==> src/rtl/apbmst.sv <==
// APB initiator: turns a valid/ready command stream into single APB transfers and
// returns each completion (read data or error) on a valid/ready response channel.
module apbmst #(
  parameter int P_TIMEOUT   = 16,
  parameter int P_RDATA_LAT = 1
) (
  input  logic        I_APBMST_PCLK,
  input  logic        I_APBMST_PRESET_N,
  input  logic        I_APBMST_CMD_VALID,
  output logic        O_APBMST_CMD_READY,
  input  logic        I_APBMST_CMD_WRITE,
  input  logic [31:0] I_APBMST_CMD_ADDR,
  input  logic [31:0] I_APBMST_CMD_WDATA,
  output logic        O_APBMST_RSP_VALID,
  input  logic        I_APBMST_RSP_READY,
  output logic [31:0] O_APBMST_RSP_RDATA,
  output logic        O_APBMST_RSP_ERR,
  output logic [31:0] O_APBMST_PADDR,
  output logic [31:0] O_APBMST_PWDATA,
  output logic        O_APBMST_PWRITE,
  output logic        O_APBMST_PSEL,
  output logic        O_APBMST_PENABLE,
  input  logic [31:0] I_APBMST_PRDATA,
  input  logic        I_APBMST_PREADY,
  output logic [2:0]  O_APBMST_DBG_STATE
);

  // Handshakes: a beat transfers at a rising edge where VALID && READY. RSP_VALID,
  // RSP_RDATA and RSP_ERR hold until that edge; CMD_READY is high only when idle.

  typedef enum logic [2:0] {
    ST_IDLE    = 3'd0,
    ST_SETUP   = 3'd1,
    ST_ACCESS  = 3'd2,
    ST_CAPTURE = 3'd3,
    ST_RESP    = 3'd4
  } state_t;

  localparam int CW = ($clog2(P_TIMEOUT + 1) > 5) ? $clog2(P_TIMEOUT + 1) : 5;
  localparam logic [CW-1:0] TO_LAST = (P_TIMEOUT == 0) ? '0 : CW'(P_TIMEOUT - 1);

  state_t        state;
  logic [CW-1:0] wait_cnt;

  assign O_APBMST_CMD_READY = (state == ST_IDLE);
  assign O_APBMST_DBG_STATE = state;

  always_ff @(posedge I_APBMST_PCLK or negedge I_APBMST_PRESET_N) begin
    if (!I_APBMST_PRESET_N) begin
      state              <= ST_IDLE;
      wait_cnt           <= '0;
      O_APBMST_PADDR     <= '0;
      O_APBMST_PWDATA    <= '0;
      O_APBMST_PWRITE    <= 1'b0;
      O_APBMST_PSEL      <= 1'b0;
      O_APBMST_PENABLE   <= 1'b0;
      O_APBMST_RSP_VALID <= 1'b0;
      O_APBMST_RSP_RDATA <= '0;
      O_APBMST_RSP_ERR   <= 1'b0;
    end else begin
      case (state)
        ST_IDLE: begin
          if (I_APBMST_CMD_VALID) begin
            if (I_APBMST_CMD_ADDR[1:0] != 2'b00) begin
              // Misaligned: answer with an error without touching the bus.
              O_APBMST_RSP_VALID <= 1'b1;
              O_APBMST_RSP_ERR   <= 1'b1;
              O_APBMST_RSP_RDATA <= '0;
              state              <= ST_RESP;
            end else begin
              O_APBMST_PADDR  <= I_APBMST_CMD_ADDR;
              O_APBMST_PWDATA <= I_APBMST_CMD_WDATA;
              O_APBMST_PWRITE <= I_APBMST_CMD_WRITE;
              O_APBMST_PSEL   <= 1'b1;
              wait_cnt        <= '0;
              state           <= ST_SETUP;
            end
          end
        end
        ST_SETUP: begin
          O_APBMST_PENABLE <= 1'b1;
          state            <= ST_ACCESS;
        end
        ST_ACCESS: begin
          if (I_APBMST_PREADY) begin
            O_APBMST_PSEL    <= 1'b0;
            O_APBMST_PENABLE <= 1'b0;
            if (O_APBMST_PWRITE || P_RDATA_LAT == 0) begin
              O_APBMST_RSP_VALID <= 1'b1;
              O_APBMST_RSP_ERR   <= 1'b0;
              O_APBMST_RSP_RDATA <= O_APBMST_PWRITE ? 32'h0 : I_APBMST_PRDATA;
              state              <= ST_RESP;
            end else begin
              state <= ST_CAPTURE;
            end
          end else if (P_TIMEOUT != 0 && wait_cnt == TO_LAST) begin
            // This was the P_TIMEOUT-th ACCESS cycle without PREADY: abort.
            O_APBMST_PSEL      <= 1'b0;
            O_APBMST_PENABLE   <= 1'b0;
            O_APBMST_RSP_VALID <= 1'b1;
            O_APBMST_RSP_ERR   <= 1'b1;
            O_APBMST_RSP_RDATA <= '0;
            state              <= ST_RESP;
          end else begin
            wait_cnt <= wait_cnt + 1'b1;
          end
        end
        ST_CAPTURE: begin
          // The slave presents PRDATA one cycle after it completes the access.
          O_APBMST_RSP_VALID <= 1'b1;
          O_APBMST_RSP_ERR   <= 1'b0;
          O_APBMST_RSP_RDATA <= I_APBMST_PRDATA;
          state              <= ST_RESP;
        end
        ST_RESP: begin
          if (I_APBMST_RSP_READY) begin
            O_APBMST_RSP_VALID <= 1'b0;
            state              <= ST_IDLE;
          end
        end
        default: state <= ST_IDLE;
      endcase
    end
  end

endmodule

==> config.mk <==
export PLATFORM = sky130hd
export DESIGN_NAME = apbmst
export DESIGN_NICKNAME = d
export VERILOG_FILES = /design/src/rtl/apbmst.sv
export SDC_FILE = /design/constraint.sdc
export NUM_CORES = 1
export LEC_CHECK = 0
export CAP_MARGIN = 0
export CORE_UTILIZATION = 44
export DETAILED_ROUTE_END_ITERATION = 10
export HOLD_SLACK_MARGIN = 0.02
export PLACE_DENSITY = 0.86
export SLEW_MARGIN = 10
export SYNTH_ARGS = -nofsm -noshare
export SYNTH_HDL_FRONTEND = slang
export SYNTH_SLANG_ARGS = --single-unit
export TNS_END_PERCENT = 10
==> constraint.sdc <==
create_clock -name I_APBMST_PCLK -period 4.65 [get_ports I_APBMST_PCLK]
set_input_delay 0.465 -clock I_APBMST_PCLK [delete_from_list [all_inputs] [get_ports I_APBMST_PCLK]]
set_output_delay 0.465 -clock I_APBMST_PCLK [all_outputs]
set_load 0.03 [all_outputs]
==> impl_metrics.py <==
metrics = {
    "global_routing": {
        "grt_first_pass_wirelength_um": 16400,
        "use_met3": 0.0508,
        "grt_pass1_vias": 3343,
        "grt_max_degree": 66,
        "antenna_found_initial": 0,
        "grt.busiest_layer": "met2",
        "overflow": 0,
        "track_usage": 0.209,
        "grtUsageMet2": 0.366,
        "use_met1": 0.249,
    },
    "logic_synthesis": {
        "syn-cell-area_mm2": 0.00423,
        "syn_avg_cell_area_um2": 14.7,
        "ys_types": 33,
        "synth_nets": 392,
        "synth_edf_count": 0,
        "syn_inst": 288,
        "yosysWarnings": 0,
        "synth-seq-area-share": 0.644,
        "ys_ff_latch": 109,
        "ys.flop_type": "dfrtp_1",
        "async_flop_share": 1.00,
    },
    "cts": {
        "clock_latency_ns": 0.36,
        "clock_sinks": 109,
        "clkTransAtPathRegs_ns": 0.11,
        "cts_inserted_buffers": 9,
        "post_cts.repair.setup_buffers": 0,
        "cts_resized": 0,
        "h-tree-depth": 3,
        "clk_path_buf_depth": 2,
        "holdBufCountCts": 0,
        "cts_root_buf": "clkbuf_8",
        "cts_tree": "done",
    },
    "placement": {
        "io_buffers": 206,
        "globalplace.congestion": 0.793,
        "dp_hpwl_um": 7670,
        "place_inst": 608,
    },
    "route": {
        "vias": 3168,
        "vias_per_cell": 5.08,
        "wl_per_cell_um": 16.7,
        "drc": 0,
        "wl_um": 10400,
        "drtAntennaViolNets": 0,
        "first_pass_iters": 4,
        "drt-initial-drc-count": 78,
    },
    "timing": {
        "rsz0062_at_grt": "no",
        "tns_ns": 0,
        "finClkSkew_ns": 0.0150,
        "drv_slew": 0,
        "hold_viol": 0,
        "finalSetupViolCount": 0,
        "tightest_slew_ns": 0.798,
        "fmax_mhz": 397,
        "min_period_over_period": 0.542,
        "slew_headroom": 0.468,
        "min_period_ns": 2.52,
    },
    "power_and_ir_drop": {
        "pwr-share-comb": 0.483,
        "p_int_mw": 2.41,
        "power.leakage_nw": 2.82,
        "ir_drop_mv": 0.427,
        "power.switching_mw": 1.56,
        "switching_share": 0.392,
        "p_seq_frac": 0.367,
        "clockPowerShare": 0.150,
        "pwr_density_cell_mw_per_mm2": 604,
    },
    "die": {
        "pin_count": 207,
        "row_count": 35,
        "dieArea_mm2": 0.0100,
        "dieHeight_um": 100,
        "start_util": 0.456,
        "core_area_mm2": 0.00928,
        "fp.dieW_um": 100,
    },
    "final_layout": {
        "syn2layout_area_growth_pct": 55.3,
        "drive_gt1_frac": 0.186,
        "utilization": 0.708,
        "antenna_cells": 0,
        "final_nets": 594,
        "finalNonFillerCells": 624,
    },
    "run_status": {
        "status": "finished, final reports clean",
    },
    "worst_hold_path": {
        "hp-class": "input port to async pin",
    },
    "critical_path": {
        "cp_max_fo": 33,
        "worstPathRequired_ns": 4.90,
        "critPathCaptureType": "flop",
        "path_class": "flop to flop",
        "crit_arrival_ns": 2.77,
        "start_kind": "flop",
    },
    "job": {
        "drv_cap": 0,
    },
}
cell type report:
class                      count  area (um^2)
fill                         688         2710
clock inverter                 6         78.8
multi-input combinational    159         1390
inverter                       3         11.3
tap                          129          161
timing repair buffer         208         2070
clock buffer                  10          128
sequential                   109         2730
cell usage after synthesis (all sizes together), types with 2 or more instances:
cell type | n | area share
dfrtp | 109 | 0.64
mux2 | 64 | 0.17
a22o | 33 | 0.068
buf | 13 | 0.023
nor2 | 12 | 0.011
o21ai | 9 | 0.011
nand2 | 7 | 0.0062
a21oi | 5 | 0.0059
nor2b | 5 | 0.0080
clkbuf | 4 | 0.0035
and2 | 3 | 0.0044
inv | 3 | 0.0027
ha | 2 | 0.0059
or2 | 2 | 0.0035
or3b | 2 | 0.0041
final timing paths:
path | startpoint | end | slack, ns | cells past startpoint
worst max-delay path | wait_cnt[0] | O_APBMST_RSP_ERR | 2.13 | 7
worst min-delay path | I_APBMST_PRESET_N | O_APBMST_PWDATA[22] | 0.18 | 1
worst max register to register | wait_cnt[0] | O_APBMST_RSP_ERR | 2.13 | 7
worst min register to register | wait_cnt[3] | wait_cnt[3] | 0.50 | 1
max in group asynchronous | I_APBMST_PRESET_N | O_APBMST_PWDATA[30] | 3.37 | 2
min in group I_APBMST_PCLK | wait_cnt[3] | wait_cnt[3] | 0.50 | 1
per-stage QoR:
| stage | power (mW) | hold WS [ns] | area [um^2] | setup WS, ns |
|---|---|---|---|---|
| floorplan | 2.56 | 0.169 | 4230 | 2.45 |
| CTS | 4.01 | 0.204 | 6570 | 2.13 |
| global route | 4.16 | 0.232 | 6580 | 2.01 |
| global placement | 3.35 | 0.468 | 6360 | 2.23 |
| detailed placement | 3.41 | 0.467 | 6360 | 2.15 |
| finish | 3.97 | 0.178 | 6580 | 2.13 |
logic make-up (layout without fill, tap and decap cells):
family	count (synthesis)	count (layout)	share of synthesized area
buffers and inverters	20	227	0.0290
AO/OA/AOI/OAI	55	55	0.101
flip-flops	109	109	0.644
multiplexers	64	64	0.170
AND/OR/NAND/NOR	38	38	0.0494
adder cells (fa/ha/maj)	2	2	0.00591
cell usage in the layout, fill, tap and decap left out, drive strengths merged, types with 2 or more instances in the layout:
master / netlist / final
or3b: 2 / 2
or2: 2 / 2
a21oi: 5 / 5
nand2: 7 / 7
a22o: 33 / 33
nor2b: 5 / 5
mux2: 64 / 64
nor2: 12 / 12
clkinv: 0 / 2
inv: 3 / 6
buf: 13 / 3
clkdlybuf4s50: 0 / 205
ha: 2 / 2
dfrtp: 109 / 109
o21ai: 9 / 9
and2: 3 / 3
clkbuf: 4 / 10
registers in the layout (all words and copies together) (netlist names):
| register | flops |
|---|---|
| O_APBMST_RSP_VALID | 1 |
| O_APBMST_RSP_RDATA | 32 |
| wait_cnt | 5 |
| O_APBMST_DBG_STATE | 3 |
| O_APBMST_PSEL | 1 |
| O_APBMST_PWRITE | 1 |
| O_APBMST_PENABLE | 1 |
| O_APBMST_RSP_ERR | 1 |
| O_APBMST_PWDATA | 32 |
| O_APBMST_PADDR | 32 |
power by group through the flow:
stage | Sequential (mW) | Clock (mW) | Combinational [mW]
2_1_floorplan | 2.08 | 0 | 0.489
3_3_place_gp | 1.45 | 0 | 1.90
3_5_place_dp | 1.48 | 0 | 1.93
4_1_cts | 1.46 | 0.611 | 1.93
5_1_grt | 1.50 | 0.653 | 2.01
6_report | 1.46 | 0.594 | 1.92
critical path, stage by stage, from the launching register on:
cell and delay (ns):
dfrtp_1 0.44, ha_1 0.24, and3_1 0.19, ha_1 0.19
or2_4 0.26, a221oi_2 0.31, or4_4 0.41, mux2_2 0.37
layer usage:
| metal | share of wire | wire length (um) |
|---|---|---|
| met1 | 0.40 | 4150 |
| met2 | 0.51 | 5290 |
| met3 | 0.067 | 701 |
| met4 | 0.027 | 286 |
| met5 | 0 | 0 |
Note: power is estimated with default switching activity, not from simulation.
